`src/rtl/snake_pkg.sv`:
```
// ---------------------------------------------------------------------------
// snake_pkg
// Purpose : shared encodings for the Snake direction controller.
//           Direction codes, reset heading, debouncer state encoding and the
//           axis-reversal helper used by the legality check.
// Ports   : none (package)
// ---------------------------------------------------------------------------
package snake_pkg;

   localparam logic [1:0] DIR_UP    = 2'b00;
   localparam logic [1:0] DIR_DOWN  = 2'b01;
   localparam logic [1:0] DIR_LEFT  = 2'b10;
   localparam logic [1:0] DIR_RIGHT = 2'b11;
   localparam logic [1:0] DIR_INIT  = DIR_RIGHT;

   typedef enum logic [1:0] {
      DB_IDLE         = 2'd0,
      DB_WAIT_PRESS   = 2'd1,
      DB_PRESSED      = 2'd2,
      DB_WAIT_RELEASE = 2'd3
   } db_state_t;

   // Opposite headings share the axis bit and differ only in the LSB
   function automatic logic is_opposite(input logic [1:0] a, input logic [1:0] b);
      return ((a ^ b) == 2'b01);
   endfunction

endpackage : snake_pkg

```
`src/rtl/btn_debounce.sv`:
```
// ---------------------------------------------------------------------------
// btn_debounce
// Purpose : two-flop synchroniser plus debouncer FSM for one raw button.
// Ports   : Clk      - system clock
//           Reset    - synchronous active-high reset
//           i_btn    - raw button, asynchronous to Clk
//           o_level  - debounced level (high from accepted press until
//                      release has been stable for DEBOUNCE_CYCLES)
//           o_pulse  - one-cycle registered pulse per accepted press
// ---------------------------------------------------------------------------
module btn_debounce
   import snake_pkg::*;
#(
   parameter int unsigned DEBOUNCE_CYCLES = 500000,
   parameter int unsigned CNT_W           = 20
) (
   input  logic Clk,
   input  logic Reset,
   input  logic i_btn,
   output logic o_level,
   output logic o_pulse
);

   localparam logic [CNT_W-1:0] CNT_MAX = CNT_W'(DEBOUNCE_CYCLES - 1);

   logic             r_sync1;
   logic             r_sync2;
   db_state_t        r_state;
   logic [CNT_W-1:0] r_cnt;
   logic             r_level;
   logic             r_pulse;

   // Synchroniser and debouncer FSM; r_sync2 is the sampled button
   always_ff @(posedge Clk) begin
      if (Reset) begin
         r_sync1 <= 1'b0;
         r_sync2 <= 1'b0;
         r_state <= DB_IDLE;
         r_cnt   <= '0;
         r_level <= 1'b0;
         r_pulse <= 1'b0;
      end else begin
         r_sync1 <= i_btn;
         r_sync2 <= r_sync1;
         r_pulse <= 1'b0;
         case (r_state)
            DB_IDLE: begin
               if (r_sync2) begin
                  r_state <= DB_WAIT_PRESS;
                  r_cnt   <= '0;
               end
            end
            DB_WAIT_PRESS: begin
               if (!r_sync2) begin
                  r_state <= DB_IDLE;
                  r_cnt   <= '0;
               end else if (r_cnt == CNT_MAX) begin
                  r_state <= DB_PRESSED;
                  r_pulse <= 1'b1;
                  r_level <= 1'b1;
               end else begin
                  r_cnt <= r_cnt + CNT_W'(1);
               end
            end
            DB_PRESSED: begin
               if (!r_sync2) begin
                  r_state <= DB_WAIT_RELEASE;
                  r_cnt   <= '0;
               end
            end
            DB_WAIT_RELEASE: begin
               // a bounce back high returns to PRESSED without a new pulse
               if (r_sync2) begin
                  r_state <= DB_PRESSED;
               end else if (r_cnt == CNT_MAX) begin
                  r_state <= DB_IDLE;
                  r_level <= 1'b0;
               end else begin
                  r_cnt <= r_cnt + CNT_W'(1);
               end
            end
            default: begin
               r_state <= DB_IDLE;
               r_cnt   <= '0;
            end
         endcase
      end
   end

   assign o_level = r_level;
   assign o_pulse = r_pulse;

endmodule : btn_debounce

```
`src/rtl/snake_dir_ctrl.sv`:
```
// ---------------------------------------------------------------------------
// snake_dir_ctrl
// Purpose : turns the four raw direction buttons into one validated snake
//           heading, committing at most one turn per game step tick.
// Ports   : Clk           - system clock (100 MHz)
//           Reset         - synchronous active-high reset
//           BtnU/D/L/R    - raw direction buttons
//           enable        - game FSM is in the run state
//           tick          - one-cycle game step strobe
//           dir           - committed heading (00 U, 01 D, 10 L, 11 R)
//           dir_changed   - one-cycle pulse after a tick that changed dir
//           pending_valid - an accepted turn waits for the next tick
//           btn_level     - debounced levels {U,D,L,R}
// ---------------------------------------------------------------------------
module snake_dir_ctrl
   import snake_pkg::*;
#(
   parameter int unsigned DEBOUNCE_CYCLES = 500000,
   parameter int unsigned CNT_W           = 20
) (
   input  logic       Clk,
   input  logic       Reset,
   input  logic       BtnU,
   input  logic       BtnD,
   input  logic       BtnL,
   input  logic       BtnR,
   input  logic       enable,
   input  logic       tick,
   output logic [1:0] dir,
   output logic       dir_changed,
   output logic       pending_valid,
   output logic [3:0] btn_level
);

   logic [3:0] w_pulse;   // {U,D,L,R}
   logic [3:0] w_level;   // {U,D,L,R}
   logic       w_req_valid;
   logic [1:0] w_req;
   logic [1:0] w_ref;
   logic       w_commit;
   logic       w_accept;

   logic [1:0] r_dir;
   logic [1:0] r_pending;
   logic       r_pending_valid;
   logic       r_dir_changed;

   btn_debounce #(.DEBOUNCE_CYCLES(DEBOUNCE_CYCLES), .CNT_W(CNT_W)) u_db_u (
      .Clk(Clk), .Reset(Reset), .i_btn(BtnU), .o_level(w_level[3]), .o_pulse(w_pulse[3]));
   btn_debounce #(.DEBOUNCE_CYCLES(DEBOUNCE_CYCLES), .CNT_W(CNT_W)) u_db_d (
      .Clk(Clk), .Reset(Reset), .i_btn(BtnD), .o_level(w_level[2]), .o_pulse(w_pulse[2]));
   btn_debounce #(.DEBOUNCE_CYCLES(DEBOUNCE_CYCLES), .CNT_W(CNT_W)) u_db_l (
      .Clk(Clk), .Reset(Reset), .i_btn(BtnL), .o_level(w_level[1]), .o_pulse(w_pulse[1]));
   btn_debounce #(.DEBOUNCE_CYCLES(DEBOUNCE_CYCLES), .CNT_W(CNT_W)) u_db_r (
      .Clk(Clk), .Reset(Reset), .i_btn(BtnR), .o_level(w_level[0]), .o_pulse(w_pulse[0]));

   // Priority select U > D > L > R; losers are dropped
   always_comb begin
      w_req_valid = 1'b1;
      w_req       = DIR_UP;
      if (w_pulse[3])      w_req = DIR_UP;
      else if (w_pulse[2]) w_req = DIR_DOWN;
      else if (w_pulse[1]) w_req = DIR_LEFT;
      else if (w_pulse[0]) w_req = DIR_RIGHT;
      else                 w_req_valid = 1'b0;
   end

   // A turn committing this cycle becomes the heading the new request faces
   always_comb begin
      w_commit = enable & tick & r_pending_valid;
      w_ref    = w_commit ? r_pending : r_dir;
      w_accept = enable & w_req_valid & (w_req != w_ref) & ~is_opposite(w_req, w_ref);
   end

   // Pending / commit registers
   always_ff @(posedge Clk) begin
      if (Reset) begin
         r_dir           <= DIR_INIT;
         r_pending       <= DIR_INIT;
         r_pending_valid <= 1'b0;
         r_dir_changed   <= 1'b0;
      end else begin
         r_dir_changed <= 1'b0;
         if (!enable) begin
            r_pending_valid <= 1'b0;
         end else begin
            if (w_commit) begin
               r_dir           <= r_pending;
               r_dir_changed   <= 1'b1;
               r_pending_valid <= 1'b0;
            end
            if (w_accept) begin
               r_pending       <= w_req;
               r_pending_valid <= 1'b1;
            end
         end
      end
   end

   assign dir           = r_dir;
   assign dir_changed   = r_dir_changed;
   assign pending_valid = r_pending_valid;
   assign btn_level     = w_level;

endmodule : snake_dir_ctrl

```
`config.mk`:
```
export PLATFORM = sky130hd
export DESIGN_NAME = snake_dir_ctrl
export DESIGN_NICKNAME = d
export VERILOG_FILES = /design/src/rtl/snake_pkg.sv /design/src/rtl/btn_debounce.sv /design/src/rtl/snake_dir_ctrl.sv
export SDC_FILE = /design/constraint.sdc
export NUM_CORES = 1
export LEC_CHECK = 0
export ABC_AREA = 1
export BUFFER_PORTS_ARGS = -buffer_cell sky130_fd_sc_hd__buf_2
export CAP_MARGIN = 20
export CORE_MARGIN = 5
export CORE_UTILIZATION = 40
export CTS_CLUSTER_DIAMETER = 200
export CTS_CLUSTER_SIZE = 8
export DETAILED_ROUTE_END_ITERATION = 8
export PLACE_DENSITY_LB_ADDON = 0.3
export SLEW_MARGIN = 20
export SYNTH_ARGS = -nofsm -noshare
export SYNTH_HDL_FRONTEND = slang
export SYNTH_SLANG_ARGS = --single-unit
```
`constraint.sdc`:
```
create_clock -name Clk -period 2.5 [get_ports Clk]
set_input_delay 0.375 -clock Clk [delete_from_list [all_inputs] [get_ports Clk]]
set_output_delay 0.375 -clock Clk [all_outputs]
set_load 0.05 [all_outputs]
```
Yosys cells after proc, flatten, opt, wreduce, memory -nomap -nowiden
Index checks and enable logic that the tools add are counted.

Logic and storage cells: 213. Output and inout bits: 8. Register bits after elaboration: 110.

Reduce and logical (&&, ||, !) cells: 27. Add/subtract/negate cells: 4. Mux-type cells: 88. Equal/unequal tests: 50. Bitwise gates (word level): 16.

Operators by type and width (count): 20-bit two-way mux (20); 20-bit case mux with 4 select lines (4); 20-bit by 1-bit adder with 20-bit output, second input constant (4); 20-bit by 19-bit equality test with 1-bit output, second input constant (4); 2-bit two-way mux (29); 2-bit by 1-bit inequality test with 1-bit output, second input constant (16); 2-bit case mux with 4 select lines (4); 1-bit two-way mux (27); 5-bit AND reduction (4); 2-bit equality test, second input constant (8); 2-bit inequality test, second input constant (8); 4-bit AND reduction (4); 3-bit by 1-bit inequality test with 1-bit output, second input constant (4); 3-bit inequality test, second input constant (4); 3-bit AND reduction (4); 3-bit OR reduction (4); 2-bit by 1-bit equality test with 1-bit output, second input constant (5); 1-bit NOT (10); 2-bit nonzero test (5); 2-bit logical NOT (4); 1-bit case mux with 2 select lines (4); 1-bit bitwise AND (5); 2-bit inequality test (1); 2-bit AND reduction (1); other kinds (2) (2).

Logic depth before layout (Yosys ltp)
Gate-level depths: netlist (run 1).

Depth after elaboration: 9. Depth in mapped cells: 11. Mapped depth without buffers: 10.

Cells and area by module
Synthesis (run 1) repeated with hierarchy kept, for this count alone.

Cell total of the unflattened synthesis: 1035. Area, all modules: 6611.3 µm².

By module, submodules not included: btn_debounce at u_db_d ... (cells each 247, area an instance 1577.8 µm², times used 3, sequential area each 520.5 µm²); btn_debounce at u_db_u (cells each 244, area an instance 1556.5 µm², times used 1, sequential area each 520.5 µm²); snake_dir_ctrl (cells each 50, area an instance 321.6 µm², times used 1, sequential area each 120.1 µm²).

Worst setup path after synthesis (run 1)
OpenSTA, ideal clock, no wires.

Path kind: reg-to-reg. From: register r_pending_valid, in the netlist pending_valid. To: register r_pending[0]. Setup time: 133 ps. Path buffers: 0. Data required time: 2367 ps. Cell stages (with the launch flop): 8. Path slack: 882 ps. Arrival: 1485 ps. Path through: dfxtp_1 nand3_1 nand2_1 o21ai_1 o21ai_0 nand2_1 nand2_1 nand3_1.

Cells in the longest elaborated chain, start to end: 7.

Ends and longest elaborated chain: start: declaration (line snake_dir_ctrl.sv:45) `logic r_pending_valid;`; start signal: assignment (line snake_dir_ctrl.sv:80) `r_pending_valid <= 1'b0;`; start signal: assignment (line snake_dir_ctrl.sv:85) `r_pending_valid <= 1'b0;`; start signal: assignment (line snake_dir_ctrl.sv:90) `r_pending_valid <= 1'b0;`; 1-bit bitwise AND (*) (line snake_dir_ctrl.sv:70) `w_commit = enable & tick & r_pending_valid;`; 2-bit two-way mux (*); 2-bit XOR (line snake_pkg.sv:25) `return ((a ^ b) == 2'b01);`; 2-bit by 1-bit equality test with 1-bit output (line snake_pkg.sv:25); 1-bit NOT (line snake_dir_ctrl.sv:72) `w_accept = enable & w_req_valid & (w_req != w_ref) & ~is_opposite(w_req, w_ref);`; 1-bit bitwise AND (*) (line snake_dir_ctrl.sv:72); 2-bit AND reduction (no line) (*); end signal: assignment (line snake_dir_ctrl.sv:93) `r_pending <= w_req;`; end: declaration (line snake_dir_ctrl.sv:44) `logic [1:0] r_pending;`.

Mark *: on every way between the ends. The rest lies on a longest branch, timed or not. A chain may end at the register's enable or synchronous reset.

Final worst setup path (run 1)
From: register u_db_l.r_cnt[0]. To: register u_db_l.r_cnt[15].

Cells in the longest elaborated chain, start to end: 4.

Ends and longest elaborated chain: start: declaration (line btn_debounce.sv:29) `logic [CNT_W-1:0] r_cnt;`; start signal: assignment (line btn_debounce.sv:62) `r_cnt <= r_cnt + CNT_W'(1);`; start signal: assignment (line btn_debounce.sv:79) `r_cnt <= r_cnt + CNT_W'(1);`; 20-bit by 1-bit adder with 20-bit output / 20-bit by 19-bit equality test with 1-bit output (equally long branches); 20-bit two-way mux (*) (line btn_debounce.sv:57, btn_debounce.sv:75); 20-bit two-way mux, on equally long branches (line btn_debounce.sv:73, btn_debounce.sv:54); 20-bit case mux with 4 select lines (*) (line btn_debounce.sv:46) `case (r_state)`.

Mark *: on every way between the ends. The rest lies on a longest branch, timed or not. The select of a mux whose other input is x is not followed.

==> metrics.md, run 1 <==
| Metric | Value |
|---|---|
| Status | completed |
| Final clock skew | 8.74 ps |
| Dpl hpwl | 10700 um |
| Die Span Y | 135 um |
| Synth Flop Type | dfxtp_1 |
| CTS buffer count | 9 |
| Most Crowded Layer GR | met2 |
| Max-capacitance violation count | 0 |
| Htree depth | 3 |
| Tmin final | 1830 ps |
| WS Path Type | reg -> reg |
| Vias in the first global route | 5338 |
| Drt via density | 4.87 |
| Synth top area cells | dfxtp_1, nand2_1, nor2_1 |
| GRT Total Usage | 0.161 |
| CTS Root Buffer Type | clkbuf_16 |
| Synth warn | 0 |
| Power share of the clock group | 0.437 |
| Post-synthesis mux area share | 0 |
| Met2 usage in global routing | 0.253 |
| Reg area | 2200 um2 |
| Largest family of logic cells by synthesized area | simple AND/OR/NAND/NOR gates |
| Net load switching power | 927 uW |
| Type of the worst min-delay path | in -> reg |
| Crit path capture type | flip-flop |
| Area delta synth->final | 9.50% |
| Worst slew pin tran | around 570 ps |
| Post_cts resized | 0 |
| Leakage | roughly 2.5 nW |
| Final setup margin | 674 ps |
| Share of cells above drive strength 1 | 0.0803 |
| Hold Buf Count CTS | 0 |
| Post-route ant nets | 0 |
| Nets@finish | around 1000 |
| Flops & latches, synth | 110 |
| # Post-CTS Setup Buffers | 0 |
| Final setup vio count | 0 |
| Crit path arrival time | around 2100 ps |
| Drt drc | 0 |
| Combinational Power Share | 0.062 |
| Post-synth EDFFs | 0 |
| Routability cong. | about 0.94 |
| Placed Area | 6560 um2 |
| Synthesized area | about 6300 um2 |
| Largest net degree at the start of global routing | 22 |
| Fin Setup TNS | 0 ps |
| Dpl ws | 666 ps |
| Antenna diodes | 0 |
| Startpoint Class | flip-flop |
| Chip width | around 140 um |
| Layout Utilization | 0.449 |
| Compound-gate portion of the synthesized area | 0.107 |
| Sw frac | 0.259 |
| Final Cell Area | between 6000 and 7000 um2 |
| Filler cells | 1643 |
| Pwr dens | 520 nW/um2 |
| Row count | 45 |
| Antenna violations before repair | 0 |
| First-pass GRT wire length | between 20000 and 25000 um |
| Max-slew violation count | 0 |
| RSZ-0062 raised after global routing | false |
| Core area | 15300 um2 |
| Post-Syn Area per Cell | approximately 6.3 um2 |
| Async S/R FF share, synth | 0 |
| Multi-input logic area | ~3400 um2 |
| M3 GR Usage | 0.0353 |
| Fmax | around 0.55 GHz |
| Worst VDD drop | 0.000379 V |
| Synthesized Nets | 1015 |
| Die area | 18300 um2 |
| Power consumption | 3.58 mW |
| Worst slew margin | 0.618 |
| Io pins | 16 |
| # clock sinks | 110 |
| Most frequent cell after synthesis | nand2_1 |
| Via count | 6004 |
| Initial DRC count | about 430 |
| Synth cell count leaders | nand2_1, nor2_1, inv_1, dfxtp_1, nand3_1 |
| Synth Area in Adders | 0.00796 |
| Clock tree from TritonCTS | done |
| Post-synthesis sequential area ratio | 0.350 |
| DR pass1 iterations | 5 |
| Congestion Overflow GR | 0 |
| Clock Tree Buf Depth | 2 |
| Initial Utilization | 0.410 |
| Yosys top cell area share | 0.350 |
| Clock transition at path regs | roughly 80 ps |
| Crit path max fanout | 12 |
| Final wirelength | 14300 um |
| Simple-Gate Fraction of Synth Area | 0.420 |
| Largest area contributor in the netlist | dfxtp_1 |
| Final hold vios | 0 |
| Xor/xnor share of the synthesized area | 0.0125 |
| WP data required | 2770 ps |
| Worst-Skew Late Latency | 370 ps |
| Cell variety after synth | 40 |
| Synth Instances | 1003 |
| Met1 Track Usage GR | 0.213 |
| P_int | roughly 2.7 mW |
| Final worst-path cycle share | 0.730 |
| WL per Instance | 11.6 um |
| Sequential share of power | 0.501 |
| Port bufs | 15 |
## power groups by stage
| stage | clock, mW | combinational [mW] | sequential (mW) |
|---|---|---|---|
| after floorplan | 0 | 0.172 | 1.83 |
| after global placement | 0 | 0.221 | 1.83 |
| after detailed placement | 0 | 0.223 | 1.83 |
| after CTS | 1.62 | 0.223 | 1.79 |
| after global routing | 1.69 | 0.248 | 1.80 |
| final | 1.57 | 0.222 | 1.79 |
## path summary, 6_finish.rpt
kind,start,to,slack (ps),cells past startpoint
max,u_db_l.r_cnt[0],u_db_l.r_cnt[15],670,9
min,BtnU,u_db_u.r_sync1,200,3
max reg2reg,u_db_l.r_cnt[0],u_db_l.r_cnt[15],670,9
min reg2reg,u_db_r.r_sync1,u_db_r.r_sync2,410,2
## placed cells by master, fill, tap and decap left out, types with 9 or more instances in the layout
cell type  synthesis  layout
nand2_1          264     264
nor2_1           169     169
inv_1            124     124
dfxtp_1          110     110
nand3_1           85      85
a21oi_1           52      52
o21ai_0           29      29
nor3_1            29      29
nand4_1           27      27
buf_2              6      15
o21ai_1           12      12
inv_2             10      10
xor2_1             9       9
clkbuf_16          0       9
## kinds of logic after synthesis
family | after synthesis
AOI/OAI and AO/OA | 116
xor gates and xnor gates | 9
adders and majority gates | 4
buffers and inverters | 156
DFF | 110
and+or+nand+nor | 608
## layer usage
| metal | routed length (um) | share of wire |
|---|---|---|
| met1 | 7230 | 0.51 |
| met2 | 6230 | 0.44 |
| met3 | 509 | 0.036 |
| met4 | 329 | 0.023 |
| met5 | 0 | 0 |
## through the flow
step / std cells / hold slack (ps)
6_report: 1232 / 203
5_1_grt: 1232 / 191
4_1_cts: 1232 / 187
3_5_place_dp: 1216 / 400
3_3_place_gp: 1216 / 393
2_1_floorplan: 1003 / 388
## worst max-delay path, cell delays in order (launching register included)
cell     delay (ps)
dfxtp_1         360
ha_1            270
nand3_1         140
inv_1            80
nand3_1          80
nor2_1           70
nor2_2          430
nand3_1         130
nand3_1         120
inv_1            40
## cell type report
type / instances / share of cell area
inverters: 136 / 0.0764
well taps: 211 / 0.0384
clock buffers: 9 / 0.0327
clock inverters: 7 / 0.0145
multi-input cells: 737 / 0.499
repair buffers: 22 / 0.0185
flip-flops and latches: 110 / 0.320
## state kept, by name, summed over array words and instances, names as in the netlist, 2 cells and up, named ones only
signal and flops:
u_db_r.r_cnt 20, u_db_d.r_cnt 20, u_db_l.r_cnt 20, u_db_u.r_cnt 20
dir 2, r_pending 2
No activity file was read; power rests on OpenSTA's default activity.
==> inputs of run 2 (changes only) <==
==> constraint.sdc (replaced) <==
create_clock -name Clk -period 1.8 [get_ports Clk]
set_input_delay 0.27 -clock Clk [delete_from_list [all_inputs] [get_ports Clk]]
set_output_delay 0.27 -clock Clk [all_outputs]
set_load 0.05 [all_outputs]
==> run 2 against run 1 <==
Effect of this change: sequential share of layout area down 1.0 points; non-clock buffer count up 26; cell count up 2.0%; global-route usage up 0.40 points; fmax up 12%; flip-flop and latch count unchanged; power up 40%; largest cell class unchanged; highest routed layer unchanged.
==> metrics.md, run 2 (synthesis gave the netlist of run 1 again) <==
| Metric | Value |
|---|---|
| Worst Hold Depth | 3 (unchanged) |
| M3 GR Usage | 0.0327 (-0.00260) |
| Final Cell Area | 7110 um2 (+3.3%) |
| Sw frac | 0.230 (-0.0292) |
| GRT Total Usage | 0.165 (+0.00400) |
| Drt drc | 0 (unchanged) |
| Clock transition at path regs | 70 ps (about the same) |
| Core area | 15300 um2 (unchanged) |
| WS Path Type | reg -> reg |
| CTS Root Buffer Type | clkbuf_16 |
| Worst Reg-to-Reg Cells | 11 (+2) |
| Crit path capture type | flip-flop |
| Hold Buf Count CTS | 0 (unchanged) |
| Via count | 6156 (+2.5%) |
| Congestion Overflow GR | 0 (unchanged) |
| Share of cells above drive strength 1 | 0.107 (+0.0268) |
| Vias in the first global route | 5413 (+1.4%) |
| CTS buffer count | 9 (unchanged) |
| Final setup vio count | 0 (unchanged) |
| WP data required | 2050 ps (-720 ps) |
| Worst-Skew Late Latency | 350 ps (-20 ps) |
| Worst slew margin | 0.723 (+0.105) |
| Io pins | 16 (unchanged) |
| Antenna violations before repair | 0 (unchanged) |
| RSZ-0062 raised after global routing | false |
| First-pass GRT wire length | 25100 um (+2.6%) |
| Status | completed |
| Chip width | 135 um (unchanged) |
| Placed Area | 6740 um2 (+2.9%) |
| Final worst-path cycle share | 0.904 (+0.174) |
| WL per Instance | 11.5 um (-0.63%) |
| Worst slew pin tran | 412 ps (-162 ps) |
| Post-route ant nets | 0 (unchanged) |
| P_int | 3.86 mW (+45%) |
| Startpoint Class | flip-flop |
| Met1 Track Usage GR | 0.227 (+0.0133) |
| Most common cell after layout, fill and taps aside | nand2_1 |
| Nets@finish | 1054 (+2.5%) |
| Final wirelength | 14500 um (+1.4%) |
| Die Span Y | 135 um (unchanged) |
| Clock Tree Buf Depth | 2 (unchanged) |
| Pwr dens | 704 nW/um2 (+35%) |
| Initial Utilization | 0.410 (unchanged) |
| Routability cong. | 0.948 (+1.4%) |
| Type of the worst min-delay path | in -> reg |
| Sequential share of power | 0.496 (-0.005) |
| Tmin final | 1630 ps (-198 ps) |
| Min-delay src | BtnU |
| Max-slew violation count | 0 (unchanged) |
| Largest net degree at the start of global routing | 18 (-18%) |
| Hold endpoint | u_db_u.r_sync1 |
| R2R Path End | u_db_l.r_cnt[15] |
| Row count | 45 (unchanged) |
| Worst R2R Start | u_db_l.r_cnt[1] |
| Fin Setup TNS | 0 ps (unchanged) |
| Reg2Reg Setup Slack | 170 ps (-500 ps) |
| Met2 usage in global routing | 0.264 (+0.0111) |
| Max-capacitance violation count | 0 (unchanged) |
| Fmax | 0.614 GHz (+12%) |
| Multi-input logic area | 3470 um2 (+1.1%) |
| Crit path arrival time | 1880 ps (-210 ps) |
| Crit path max fanout | 12 (unchanged) |
| Most frequent cells in the layout | nand2_1, nor2_1, inv_1, dfxtp_1, nand3_1 |
| Final clock skew | 5.76 ps (-2.98 ps) |
| Combinational Power Share | 0.069 (+0.007) |
| Area delta synth->final | 13.1% |
| Power share of the clock group | 0.435 (-0.002) |
| Most Crowded Layer GR | met2 |
| Drt via density | 4.90 (+0.49%) |
| Htree depth | 3 (unchanged) |
| Initial DRC count | 450 (+4.4%) |
| Final hold vios | 0 (unchanged) |
| Filler cells | 1655 (+0.73%) |
| Dpl hpwl | 10900 um (+2.2%) |
| Leakage | 2.65 nW (+5.9%) |
| Reg area | 2200 um2 (unchanged) |
| Port bufs | 15 (unchanged) |
| DR pass1 iterations | 5 (unchanged) |
| # clock sinks | 110 (unchanged) |
| Clock tree from TritonCTS | done |
| Net load switching power | 1.15 mW (+24%) |
| Worst VDD drop | 0.000483 V (+27%) |
| Die area | 18300 um2 (unchanged) |
| Antenna diodes | 0 (unchanged) |
-- run 2: through the flow --
| stage | hold WS (ps) | cells | setup WS, ps | total power [mW] | util |
|---|---|---|---|---|---|
| finish | 116 | 1257 | 172 | 5.01 | 0.464 |
| detailed placement | 392 | 1241 | 136 | 2.88 | 0.440 |
| global placement | 396 | 1241 | 182 | 2.88 | 0.440 |
| global route | 114 | 1257 | 3.46 | 5.23 | 0.464 |
| floorplan | 377 | 1003 | 182 | 2.78 | - |
| CTS | 103 | 1256 | 124 | 5.09 | 0.461 |
-- run 2: layout make-up --
cell class              instances  area share
multi-input cells             737       0.488
well taps                     211      0.0371
clock inverters                 4     0.00985
flip-flops and latches        110       0.310
repair buffers                 48      0.0454
inverters                     136      0.0739
clock buffers                  11      0.0355
-- run 2: power by group through the flow --
| stage | clock network (mW) | registers (mW) | logic, mW |
|---|---|---|---|
| floorplan | 0 | 2.54 | 0.240 |
| global placement | 0 | 2.54 | 0.340 |
| global route | 2.35 | 2.49 | 0.386 |
| detailed placement | 0 | 2.54 | 0.342 |
| CTS | 2.26 | 2.49 | 0.343 |
| finish | 2.18 | 2.49 | 0.345 |
-- run 2: what timing repair did --
action                     4_1_cts  5_1_grt
resized for setup                0        8
setup endpoints to repair        0       15
buffers inserted                 0        1
-- run 2: how the worst max path moves through the flow --
stage | start | to | slack (ps) | cells past startpoint
after floorplan | pending_valid | r_pending[0] | 180 | 7
final | u_db_l.r_cnt[1] | u_db_l.r_cnt[15] | 170 | 11
after detailed placement | u_db_l.r_cnt[1] | u_db_l.r_cnt[2] | 140 | 11
after global placement | u_db_l.r_cnt[1] | u_db_l.r_cnt[15] | 180 | 11
after CTS | u_db_l.r_cnt[1] | u_db_l.r_cnt[15] | 120 | 11
after global routing | u_db_u.r_cnt[0] | u_db_u.r_cnt[3] | 3 | 10
-- run 2: per-layer routing --
layer	part of all wire	vias up	wire, um
met2	0.45	117	6510
li1	-	3280	-
met3	0.038	12	550
met4	0.011	0	159
met1	0.50	2747	7280
met5	0	-	0
-- run 2: worst max-delay path, cell delays in order (launching register included) --
cell	delay, ps
dfxtp_1	390
ha_1	180
nand3_1	120
inv_1	120
nand3_1	100
nor2_2	170
nor2_2	50
buf_4	190
nand2_1	70
nand2_1	40
nand3_1	60
inv_1	40
==> inputs of run 3 (changes only) <==
--- a/config.mk
+++ b/config.mk
@@ -5,7 +5,6 @@
 export SDC_FILE = /design/constraint.sdc
 export NUM_CORES = 1
 export LEC_CHECK = 0
-export ABC_AREA = 1
 export BUFFER_PORTS_ARGS = -buffer_cell sky130_fd_sc_hd__buf_2
 export CAP_MARGIN = 20
 export CORE_MARGIN = 5
==> run 3 against run 2 <==
Effect of this change: global-route usage decreased by 0.15 points; cell count fell by 25%; clock power down 9.6%; synthesized cell count is 34% lower; hold slack better by 9.0 ps; combinational power is 17% lower; clock skew is essentially flat; critical path depth down 6; via count down 15%; first-iteration DRC count decreased by 24%; critical endpoint is now u_db_d.o_level; worst setup slack worse by 130 ps.
==> metrics.md, run 3 <==
| Metric | Value |
|---|---|
| Status | completed |
| Most common cell after layout, fill and taps aside | buf_4 |
| Synthesized area | 5500 um2 (-12%) |
| First-pass GRT wire length | 22400 um (-11%) |
| Io pins | 16 (unchanged) |
| Crit path capture type | flip-flop |
| Initial Utilization | 0.412 (+0.00189) |
| Placed cell count | 905 (-27%) |
| CP peak stage delay | 480 ps (+90 ps) |
| Share of cells above drive strength 1 | 0.258 (+0.151) |
| Routability cong. | 0.843 (-11%) |
| Post-synth EDFFs | 0 (unchanged) |
| Filler cells | 1282 (-23%) |
| Net load switching power | 1.11 mW (-3.7%) |
| Core area | 13300 um2 (-13%) |
| Synthesized Nets | 675 (-33%) |
| Dpl hpwl | 9500 um (-13%) |
| Startpoint Class | flip-flop |
| Final clock skew | 5.54 ps (-0.219 ps) |
| Multi-input logic area | 3340 um2 (-3.9%) |
| Non-Filler Instances | 939 (-25%) |
| Sequence of cells on the critical path | or3b_2, nor4_2, nand4_1, mux2i_1, a21oi_1 |
| # clock sinks | 110 (unchanged) |
| WP data required | 2040 ps (about the same) |
| P_int | 3.63 mW (-5.8%) |
| Flops & latches, synth | 110 (unchanged) |
| Worst slew margin | 0.605 (-0.117) |
| Drt drc | 0 (unchanged) |
| Final setup vio count | 0 (unchanged) |
| Final setup margin | 40.4 ps (-132 ps) |
| Reg area | 2240 um2 (+1.5%) |
| Die Span Y | 127 um (-6.0%) |
| Type of the worst min-delay path | in -> reg |
| Sw frac | 0.234 (+0.00386) |
| Max-capacitance violation count | 0 (unchanged) |
| Tmin final | 1760 ps (+132 ps) |
| DR pass1 iterations | 5 (unchanged) |
| Largest area contributor in the netlist | dfxtp_1 |
| Chip width | 127 um (-6.0%) |
| CTS Root Buffer Type | clkbuf_16 |
| Worst VDD drop | 0.000527 V (+9.1%) |
| Clock transition at path regs | 70 ps (about the same) |
| RSZ-0062 raised after global routing | true |
| Synth top area cells | dfxtp_1, nor2_1, nand3_1 |
| Fin Setup TNS | 0 ps (unchanged) |
| Power consumption | 4.74 mW (-5.3%) |
| Largest net degree at the start of global routing | 22 (+4) |
| Synth Instances | 663 (-34%) |
| Antenna diodes | 0 (unchanged) |
| Sequential share of power | 0.524 (+0.028) |
| Row count | 42 (-6.7%) |
| Placed Area | 6270 um2 (-7.0%) |
| Nets@finish | 770 (-27%) |
| Via count | 5229 (-15%) |
| Area delta synth->final | 26.0% |
| GRT Total Usage | 0.163 (-0.00154) |
| Crit path max fanout | 4 (-8) |
| Synth cell count leaders | dfxtp_1, nor2_1, nand2_1, nand3_1, o21ai_0 |
| Power share of the clock group | 0.416 (-0.019) |
| Async S/R FF share, synth | 0 (unchanged) |
| Initial DRC count | 342 (-24%) |
| Final Cell Area | 6930 um2 (-2.5%) |
| Synth Flop Type | dfxtp_1 |
| WS Path Type | reg -> reg |
| Worst path top cell family by delay | simple AND/OR/NAND/NOR gates |
| Post-route ant nets | 0 (unchanged) |
| Synth warn | 0 (unchanged) |
| Worst-Skew Late Latency | 350 ps (about the same) |
| Cell variety after synth | 62 (+55%) |
| Drt via density | 5.57 (+14%) |
| Yosys top cell area share | 0.400 (+0.0498) |
| Crit path max-delay cell type | or3b_2 |
| Most frequent cell after synthesis | dfxtp_1 |
| Crit path arrival time | 2000 ps (+120 ps) |
| Htree depth | 3 (unchanged) |
| Final wirelength | 13300 um (-8.5%) |
| Vias in the first global route | 4899 (-9.5%) |
| Post-synthesis sequential area ratio | 0.400 (+0.0498) |
| Worst slew pin tran | 586 ps (+174 ps) |
| Die area | 16200 um2 (-12%) |
| Leakage | 2.60 nW (-2.1%) |
| CP bufs+invs | 0 (-3) |
| WL per Instance | 14.1 um (+23%) |
| Pwr dens | 684 nW/um2 (-2.9%) |
| Combinational Power Share | 0.060 (-0.009) |
| Final hold vios | 0 (unchanged) |
| Final worst-path cycle share | 0.978 (+0.0731) |
| Port bufs | 15 (unchanged) |
| Most frequent cells in the layout | buf_4, dfxtp_1, nor2_1, nand2_1, o21ai_0 |
| CTS buffer count | 9 (unchanged) |
| Post-Syn Area per Cell | 8.30 um2 (+32%) |
| Max-slew violation count | 0 (unchanged) |
| Clock tree from TritonCTS | done |
| Fmax | 0.568 GHz (-7.5%) |
| Antenna violations before repair | 0 (unchanged) |
| Dpl ws | -104 ps (-240 ps) |
| Congestion Overflow GR | 0 (unchanged) |
| Clock Tree Buf Depth | 2 (unchanged) |
[run 3: cell types whose count changed after synthesis, sizes merged, moves of 16 or more]
cell   before  now
nor2      178   72
a21oi      61   34
nand2     270   52
nor3       32   16
inv       135   15
nand3      86   41
[run 3: path summary, 6_finish.rpt]
check / from / endpoint / slack [ps] / cells past startpoint
setup / recovery: u_db_d.r_cnt[12] / u_db_d.o_level / 40 / 5
hold / removal: BtnU / u_db_u.r_sync1 / 120 / 2
setup reg to reg: u_db_d.r_cnt[12] / u_db_d.o_level / 40 / 5
hold reg to reg: u_db_d.r_sync1 / u_db_d.r_sync2 / 440 / 1
[run 3: timing repair]
item                       in CTS  in global routing
gates resized for setup         3                 58
hold buffers                    0                  0
pin swaps                       4                 22
setup endpoints to repair       4                 52
setup buffers                   2                 16
[run 3: metal layers]
layer / routed length (um) / vias to the layer above / global-route usage
li1: - / 2631 / -
met1: 6020 / 2478 / 0.208
met2: 6410 / 91 / 0.265
met3: 514 / 29 / 0.0392
met4: 329 / 0 / 0.0656
met5: 0 / - / 0
[run 3: power groups by stage]
stage	Sequential, mW	Combinational [mW]	Clock (mW)
3_3_place_gp	2.54	0.265	0
4_1_cts	2.49	0.274	2.05
2_1_floorplan	2.54	0.188	0
5_1_grt	2.49	0.317	2.14
6_report	2.49	0.286	1.97
3_5_place_dp	2.54	0.272	0
[run 3: cells by family after synthesis]
family                     count (synthesis)  synth area share
muxes                                     12            0.0221
xor gates and xnor gates                  37            0.0589
AOI/OAI and AO/OA                        124             0.138
and+or+nand+nor                          335             0.339
DFF                                      110             0.400
buffers and inverters                     41            0.0318
adders and majority gates                  4           0.00910
[run 3: through the flow]
stage	hold WS, ps	utilization
global placement	417	0.470
detailed placement	432	0.470
CTS	112	0.495
finish	125	0.519
global route	134	0.519
floorplan	398	-
[run 3: final cells by class]
| class | instances | share of cell area |
|---|---|---|
| multi-input cells | 512 | 0.481 |
| flip-flops and latches | 110 | 0.323 |
| repair buffers | 110 | 0.114 |
| clock buffers | 13 | 0.0390 |
| well taps | 176 | 0.0318 |
| inverters | 15 | 0.00812 |
| clock inverters | 3 | 0.00361 |
